$ cat config.mk
export PLATFORM = sky130hd
export DESIGN_NAME = sdram_port_arbiter
export DESIGN_NICKNAME = d
export VERILOG_FILES = /design/src/rtl/sdram_port_arbiter.sv
export SDC_FILE = /design/constraint.sdc
export NUM_CORES = 1
export LEC_CHECK = 0
export CORE_MARGIN = 2
export CORE_UTILIZATION = 41
export DETAILED_ROUTE_END_ITERATION = 12
export GPL_TIMING_DRIVEN = 0
export PLACE_DENSITY_LB_ADDON = 0.05
export SLEW_MARGIN = 40
export SYNTH_ARGS = -nofsm -noshare
export SYNTH_HDL_FRONTEND = slang
export SYNTH_SLANG_ARGS = --single-unit
$ cat constraint.sdc
create_clock -name clk_sys -period 4.95 [get_ports clk_sys]
set_input_delay 0.99 -clock clk_sys [delete_from_list [all_inputs] [get_ports clk_sys]]
set_output_delay 0.99 -clock clk_sys [all_outputs]
set_load 0.02 [all_outputs]
$ cat src/rtl/sdram_port_arbiter.sv
// sdram_port_arbiter: shares the SDRAM controller command port between the
// VGA line-fill port (strict priority), the CPU port and the DMA port
// (round-robin between CPU and DMA). Data paths are combinational and
// gated by the current owner.
module sdram_port_arbiter #(
    parameter int LINE_LEN    = 1024,
    parameter int DMA_MAX_LEN = 256
) (
    input  logic        clk_sys,
    input  logic        rst,
    input  logic        line_req,
    input  logic [23:0] line_addr,
    output logic        line_grant,
    output logic [15:0] line_data,
    output logic        line_valid,
    output logic        line_done,
    input  logic        cpu_req,
    input  logic        cpu_we,
    input  logic [23:0] cpu_addr,
    input  logic [15:0] cpu_wdata,
    output logic [15:0] cpu_rdata,
    output logic        cpu_ack,
    input  logic        dma_req,
    input  logic        dma_we,
    input  logic [23:0] dma_addr,
    input  logic [10:0] dma_len,
    input  logic [15:0] dma_wdata,
    output logic        dma_grant,
    output logic        dma_wnext,
    output logic [15:0] dma_rdata,
    output logic        dma_rvalid,
    output logic        dma_done,
    output logic        mem_req,
    input  logic        mem_ack,
    output logic        mem_we,
    output logic [23:0] mem_addr,
    output logic [10:0] mem_len,
    output logic [15:0] mem_wdata,
    input  logic        mem_wnext,
    input  logic [15:0] mem_rdata,
    input  logic        mem_rvalid,
    input  logic        mem_done,
    output logic [1:0]  dbg_owner
);

    // S_ZLEN is the single-cycle grant/done pulse of a zero-length DMA request
    typedef enum logic [2:0] {
        S_IDLE, S_ISSUE, S_XFER, S_RELEASE, S_ZLEN
    } state_t;

    localparam logic [1:0] OWN_NONE = 2'd0;
    localparam logic [1:0] OWN_LINE = 2'd1;
    localparam logic [1:0] OWN_CPU  = 2'd2;
    localparam logic [1:0] OWN_DMA  = 2'd3;

    state_t      state_q, state_d;
    logic [1:0]  owner_q, owner_d;
    logic        rr_last_q, rr_last_d;     // 1: DMA was served last, 0: CPU
    logic [23:0] addr_q, addr_d;
    logic        we_q, we_d;
    logic [10:0] len_q, len_d;
    logic [15:0] cpu_rdata_q, cpu_rdata_d;
    logic [10:0] dma_len_clamped;
    logic        cpu_wins;
    logic        xfer_done;
    logic        busy;

    assign dma_len_clamped = (dma_len > 11'(DMA_MAX_LEN)) ? 11'(DMA_MAX_LEN) : dma_len;
    // CPU takes a CPU/DMA tie only when DMA went last
    assign cpu_wins  = cpu_req && (!dma_req || rr_last_q);
    // mem_done only counts once the command has been accepted
    assign xfer_done = (state_q == S_XFER) && mem_done;
    assign busy      = (state_q == S_ISSUE) || (state_q == S_XFER);

    // Next-state, arbitration and command latching
    always_comb begin
        state_d   = state_q;
        owner_d   = owner_q;
        rr_last_d = rr_last_q;
        addr_d    = addr_q;
        we_d      = we_q;
        len_d     = len_q;
        unique case (state_q)
            S_IDLE: begin
                if (line_req) begin
                    state_d = S_ISSUE;
                    owner_d = OWN_LINE;
                    addr_d  = line_addr;
                    we_d    = 1'b0;
                    len_d   = 11'(LINE_LEN);
                end else if (cpu_wins) begin
                    state_d   = S_ISSUE;
                    owner_d   = OWN_CPU;
                    rr_last_d = 1'b0;
                    addr_d    = cpu_addr;
                    we_d      = cpu_we;
                    len_d     = 11'd1;
                end else if (dma_req) begin
                    owner_d   = OWN_DMA;
                    rr_last_d = 1'b1;
                    if (dma_len == 11'd0) begin
                        state_d = S_ZLEN;
                    end else begin
                        state_d = S_ISSUE;
                        addr_d  = dma_addr;
                        we_d    = dma_we;
                        len_d   = dma_len_clamped;
                    end
                end
            end
            S_ISSUE: if (mem_ack) state_d = S_XFER;
            S_XFER:  if (mem_done) state_d = S_RELEASE;
            S_RELEASE, S_ZLEN: begin
                state_d = S_IDLE;
                owner_d = OWN_NONE;
                addr_d  = 24'd0;
                we_d    = 1'b0;
                len_d   = 11'd0;
            end
            default: state_d = S_IDLE;
        endcase
    end

    // CPU read data is captured on the beat and held until the next CPU read
    always_comb begin
        cpu_rdata_d = cpu_rdata_q;
        if (owner_q == OWN_CPU && !we_q && mem_rvalid) cpu_rdata_d = mem_rdata;
    end

    // State registers; rr_last starts at DMA so CPU wins the first tie
    always_ff @(posedge clk_sys or posedge rst) begin
        if (rst) begin
            state_q     <= S_IDLE;
            owner_q     <= OWN_NONE;
            rr_last_q   <= 1'b1;
            addr_q      <= 24'd0;
            we_q        <= 1'b0;
            len_q       <= 11'd0;
            cpu_rdata_q <= 16'd0;
        end else begin
            state_q     <= state_d;
            owner_q     <= owner_d;
            rr_last_q   <= rr_last_d;
            addr_q      <= addr_d;
            we_q        <= we_d;
            len_q       <= len_d;
            cpu_rdata_q <= cpu_rdata_d;
        end
    end

    // Owner-gated routing of grants, strobes and data
    always_comb begin
        mem_req    = (state_q == S_ISSUE);
        mem_we     = we_q;
        mem_addr   = addr_q;
        mem_len    = len_q;
        dbg_owner  = owner_q;
        cpu_rdata  = cpu_rdata_q;

        line_grant = (owner_q == OWN_LINE) && busy;
        line_valid = (owner_q == OWN_LINE) && mem_rvalid;
        line_data  = (owner_q == OWN_LINE) ? mem_rdata : 16'd0;
        line_done  = (owner_q == OWN_LINE) && xfer_done;

        cpu_ack    = (owner_q == OWN_CPU) && xfer_done;

        dma_grant  = (owner_q == OWN_DMA) && (busy || state_q == S_ZLEN);
        dma_rvalid = (owner_q == OWN_DMA) && mem_rvalid;
        dma_rdata  = (owner_q == OWN_DMA) ? mem_rdata : 16'd0;
        dma_wnext  = (owner_q == OWN_DMA) && mem_wnext;
        dma_done   = (owner_q == OWN_DMA) && (xfer_done || state_q == S_ZLEN);

        unique case (owner_q)
            OWN_CPU: mem_wdata = cpu_wdata;
            OWN_DMA: mem_wdata = dma_wdata;
            default: mem_wdata = 16'd0;
        endcase
    end

endmodule
# == Word-level counts from Yosys, hierarchy flattened ==
# Index checks and enable logic that the tools add are counted.
# word_totals
out_inout_bits,111
wordCells,79
inputBits,142
register_bits,58
# classes
magnitude_cmp,1
n_eq_ne,11
bitwise_logic,1
mux,32
n_reduce_logical,27
# ops
cell,n
two-way mux 24 bit,4
two-way mux 11 bit,5
one-hot mux 24 bit (2 select lines),1
two-way mux 16 bit,2
one-hot mux 16 bit (2 select lines),1
one-hot mux 11 bit (2 select lines),1
two-way mux 3 bit,6
logical AND 1 bit,12
"> comparator 11 x 9 -> 1 bit, second input constant",1
zero test 11 bit,1
one-hot mux 3 bit (3 select lines),1
AND reduction 3 bit,3
"inequality test 4 bit, second input constant",2
"== test 3 x 2 -> 1 bit, second input constant",2
two-way mux 1 bit,6
two-way mux 2 bit,3
"== test 2 bit, second input constant",2
logical OR 1 bit,4
one-hot mux 2 bit (2 select lines),1
nonzero test 2 bit,2
"== test 3 x 1 -> 1 bit, second input constant",1
"== test 3 bit, second input constant",1
zero test 3 bit,1
"== test 2 x 1 -> 1 bit, second input constant",1
other kinds (7),8

# == Depth between registers and ports, before layout ==
# logic_depth
ltp_word,7
ltp_mapped,7
depth_no_buf,4

# == Worst setup path before layout ==
# No wires, ideal clock.
# synth_timing
path_kind,input to output
startpoint,input mem_done
endpoint,output cpu_ack
required_time_ns,3.960
setup_slack_ns,2.156
path_buffers,0
path_stages,2
arrival_time_ns,1.804
path_cell_list,nand2_1 nor4b_1
# synth_via
elab_chain_len,2
# synth_rtl
item,line,source
"start, declared",42,"input logic mem_done,"
logical AND 1 bit,72,assign xfer_done = (state_q == S_XFER) && mem_done;
logical AND 1 bit,165,cpu_ack = (owner_q == OWN_CPU) && xfer_done;
"end, declared",22,"output logic cpu_ack,"
# Every way passes these cells.

# == Worst setup path after layout ==
# layout_timing
startpoint,register state_q[0]
endpoint,output dma_grant
# layout_via
elab_chain_len,4
elab_cells_between_ends,6
cone_classes,eq/ne (3); reduce/logical (3)
# layout_rtl
item,line,source
"start, declared",56,"state_t state_q, state_d;"
"start signal, assigned",141,state_q <= state_d;
== test 3 x 1 -> 1 bit / == test 3 x 2 -> 1 bit (equally long branches),73,assign busy = (state_q == S_ISSUE) || (state_q == S_XFER);
logical OR 1 bit,73,
logical OR 1 bit (*),167,dma_grant = (owner_q == OWN_DMA) && (busy || state_q == S_ZLEN);
logical AND 1 bit (*),167,
"end, declared",28,"output logic dma_grant,"
# Mark *: on every way between the ends. The rest lies on a longest branch, timed or not.

==> impl_metrics.env <==
export IMPL_run_status="finished, final reports clean"
export IMPL_fmax_mhz=270
export IMPL_grt_first_pass_wirelength_um=23300
export IMPL_syn_mean_instance_area_um2=9.74
export IMPL_drive_gt1_share_pct=11.1
export IMPL_rrSetupSlack_ns=2.76
export IMPL_relSlewSlack_pct=55.0
export IMPL_drt_total_wl_um=14700
export IMPL_crit_path_end="dma_grant"
export IMPL_worst_path_max_fanout=10
export IMPL_cts_tree="built"
export IMPL_ys_top_cells_by_count="57 x dfrtp_1, 43 x and3_1, 43 x nor2b_1"
export IMPL_grt_remaining_overflow=0
export IMPL_io_pins=253
export IMPL_synth_edf_count=0
export IMPL_cp_slowest_cell="clkdlybuf4s50_1"
export IMPL_setup_tns_ns=0
export IMPL_hold_buffers=0
export IMPL_path_cells="buf_2, nor3b_2, buf_2, inv_1, a21oi_1, clkdlybuf4s50_1"
export IMPL_max_stage_delay_ns=0.64
export IMPL_slew_viol_final=0
export IMPL_grt_max_degree=31
export IMPL_yosysMostFrequentCell="dfrtp_1"
export IMPL_yosysTopAreaCell="dfrtp_1"
export IMPL_core_um2=9680
export IMPL_port_buffers=252
export IMPL_hpwlAfterDp_um=11700
export IMPL_synthDominantCellAreaShare_pct=35.1
export IMPL_start_util_pct=42.0
export IMPL_synth_cell_type_count=47
export IMPL_drc=0
export IMPL_synth_seq_area_share_pct=35.8
export IMPL_postSynthNetCount=559
export IMPL_cts_resized=0
export IMPL_cts_root_buffer="clkbuf_8"
export IMPL_netlist_area_um2=4060
export IMPL_finalPower_w=0.00359
export IMPL_syn_inst=417
export IMPL_cts_buffer_depth=2
export IMPL_die_y_um=104
export IMPL_yosys_top_cells_area="dfrtp_1 35%, mux2_4 7.4%, and3_1 6.6%, nor2b_1 6.6%, mux2_2 6.4%"
export IMPL_fin_crit_sh_pct=74.7
export IMPL_crit_family="buffers and inverters"
export IMPL_reg2reg_depth=5
export IMPL_required_ns=3.96
export IMPL_viasPerCell=5.26
export IMPL_finClkSkew_ns=0.00862
export IMPL_ir_drop_uv=334
export IMPL_leakage_nw=2.90
export IMPL_clk_latency_ns=0.35
export IMPL_cts_buffers=9
export IMPL_path_common_cell="buf_2"
export IMPL_wire_per_inst_um=18.0
export IMPL_antenna_found_initial=0
export IMPL_fin_nets=823
export IMPL_worst_r2r_startpoint="rr_last_q$_DFFE_PP1P_"
export IMPL_fin_ws_ns=1.25
export IMPL_cp_arrival_ns=2.71
export IMPL_diodes=0
export IMPL_hold_violations=0
export IMPL_startpoint_type="flop"
export IMPL_grt_pass1_vias=4471
export IMPL_place_congestion=0.845
export IMPL_ys_async_sr_fraction_pct=100
export IMPL_area_growth_synth_to_final_pct=70.7
export IMPL_final_antenna_net_count=0
export IMPL_cts_sinks=58
export IMPL_worstMarginPinSlew_ns=0.675
export IMPL_vias=4294
export IMPL_htree_levels=3
export IMPL_die_area_um2=10700
export IMPL_max_cap_violations=0
export IMPL_ys_ff_latch=58
export IMPL_firstDrtPassIters=4
export IMPL_worstSetupStartpoint="state_q[0]$_DFFE_PP0P_"
export IMPL_path_class="flop to output port"
export IMPL_setup_worst_path_end_class="output port"
export IMPL_place_worst_setup_slack_ns=1.33
export IMPL_yosysWarnings=0
export IMPL_ys_flop_type="dfrtp_1"
export IMPL_clk_pin_slew_ns=0.06
export IMPL_rsz0062_at_grt="false"
export IMPL_setup_violations_final=0
export IMPL_grtUsageTotal_pct=26.9
export IMPL_rows=36
export IMPL_power_density_nw_per_um2=517
export IMPL_worstHoldPathType="flop to flop"
export IMPL_cp_num_buf_inv=4
export IMPL_cts_setup_buffers=0
export IMPL_critical_path_cell_count=6
export IMPL_rr_endpoint="mem_addr[7]$_DFFE_PP0P_"
export IMPL_fp_dieW_um=104
export IMPL_drt_initial_drc_count=152
export IMPL_period_needed_ns=3.70
layout make-up:
| cell class | count | area (µm²) |
|---|---|---|
| Clock buffer | 10 | 138 |
| Clock inverter | 4 | 20.0 |
| Fill cell | 741 | 2750 |
| Inverter | 12 | 47.5 |
| Buffer | 40 | 176 |
| Tap cell | 133 | 166 |
| Timing Repair Buffer | 253 | 2540 |
| Sequential cell | 58 | 1450 |
| Multi-Input combinational cell | 307 | 2390 |
stage by stage:
step | cells | util [%] | cell area, µm² | hold slack, ns
after detailed placement | 803 | 69.9 | 6770 | 0.492
after global routing | 817 | 71.6 | 6940 | 0.515
after CTS | 817 | 71.6 | 6930 | 0.506
after global placement | 802 | 69.7 | 6750 | 0.488
final | 817 | 71.6 | 6940 | 0.501
after floorplan | 417 | - | 4060 | 0.502
placed cells by master, fill, tap and decap left out, types with 2 or more instances in the layout:
master           instances
a21boi_0                26
nor4b_1                  2
mux2i_1                 25
o31a_1                  24
nand4_1                  7
nor3_1                  28
a21oi_1                  3
nand2b_1                 5
and2_1                  17
clkbuf_1                28
clkinv_2                 4
nand2_1                  6
mux2_2                  23
buf_6                    2
nor2_1                   7
dfrtp_1                 57
nor2b_1                 43
or4_1                    2
mux2_4                  20
clkbuf_8                10
nor4_1                   2
buf_1                    3
and3_1                  43
inv_1                   11
o21ai_0                  3
clkdlybuf4s50_1        252
buf_2                    6
where the power goes:
part           leakage, nW  switching (W)  internal (W)
Sequential           0.713       0.000129      0.000689
Combinational         2.10        0.00116       0.00124
Clock               0.0875       0.000186      0.000186
kinds of logic after synthesis:
family          after synthesis  synth area share [%]
simple gates                173                  25.7
mux                          68                  19.9
compound gates               66                  13.1
flops                        58                  35.8
buf+inv                      52                  5.45
sequential cells by signal, summed over array words and instances (netlist names):
signal,count
mem_addr,24
rr_last_q,1
state_q,3
mem_we,1
mem_len,11
cpu_rdata,16
dbg_owner,2
routing by layer:
| metal | global-route usage, % | vias to the layer above | share of wire (%) |
|---|---|---|---|
| met5 | 0 | - | 0 |
| met4 | 12.8 | 0 | 3.1 |
| met3 | 6.61 | 35 | 7.3 |
| met2 | 47.2 | 187 | 50 |
| met1 | 30.8 | 2048 | 40 |
| li1 | - | 2024 | - |
how the worst min path moves through the flow:
stage                                   start                        end  slack (ns)  depth (start not counted)
global route        cpu_rdata[12]$_DFFE_PP0P_  cpu_rdata[12]$_DFFE_PP0P_        0.51                          1
detailed placement     mem_len[9]$_DFFE_PP0P_     mem_len[9]$_DFFE_PP0P_        0.49                          1
CTS                    mem_len[9]$_DFFE_PP0P_     mem_len[9]$_DFFE_PP0P_        0.51                          1
global placement       mem_len[9]$_DFFE_PP0P_     mem_len[9]$_DFFE_PP0P_        0.49                          1
finish                 mem_len[9]$_DFFE_PP0P_     mem_len[9]$_DFFE_PP0P_        0.50                          1
floorplan               rr_last_q$_DFFE_PP1P_      rr_last_q$_DFFE_PP1P_        0.50                          2
Power figures use the tool's default switching activity.
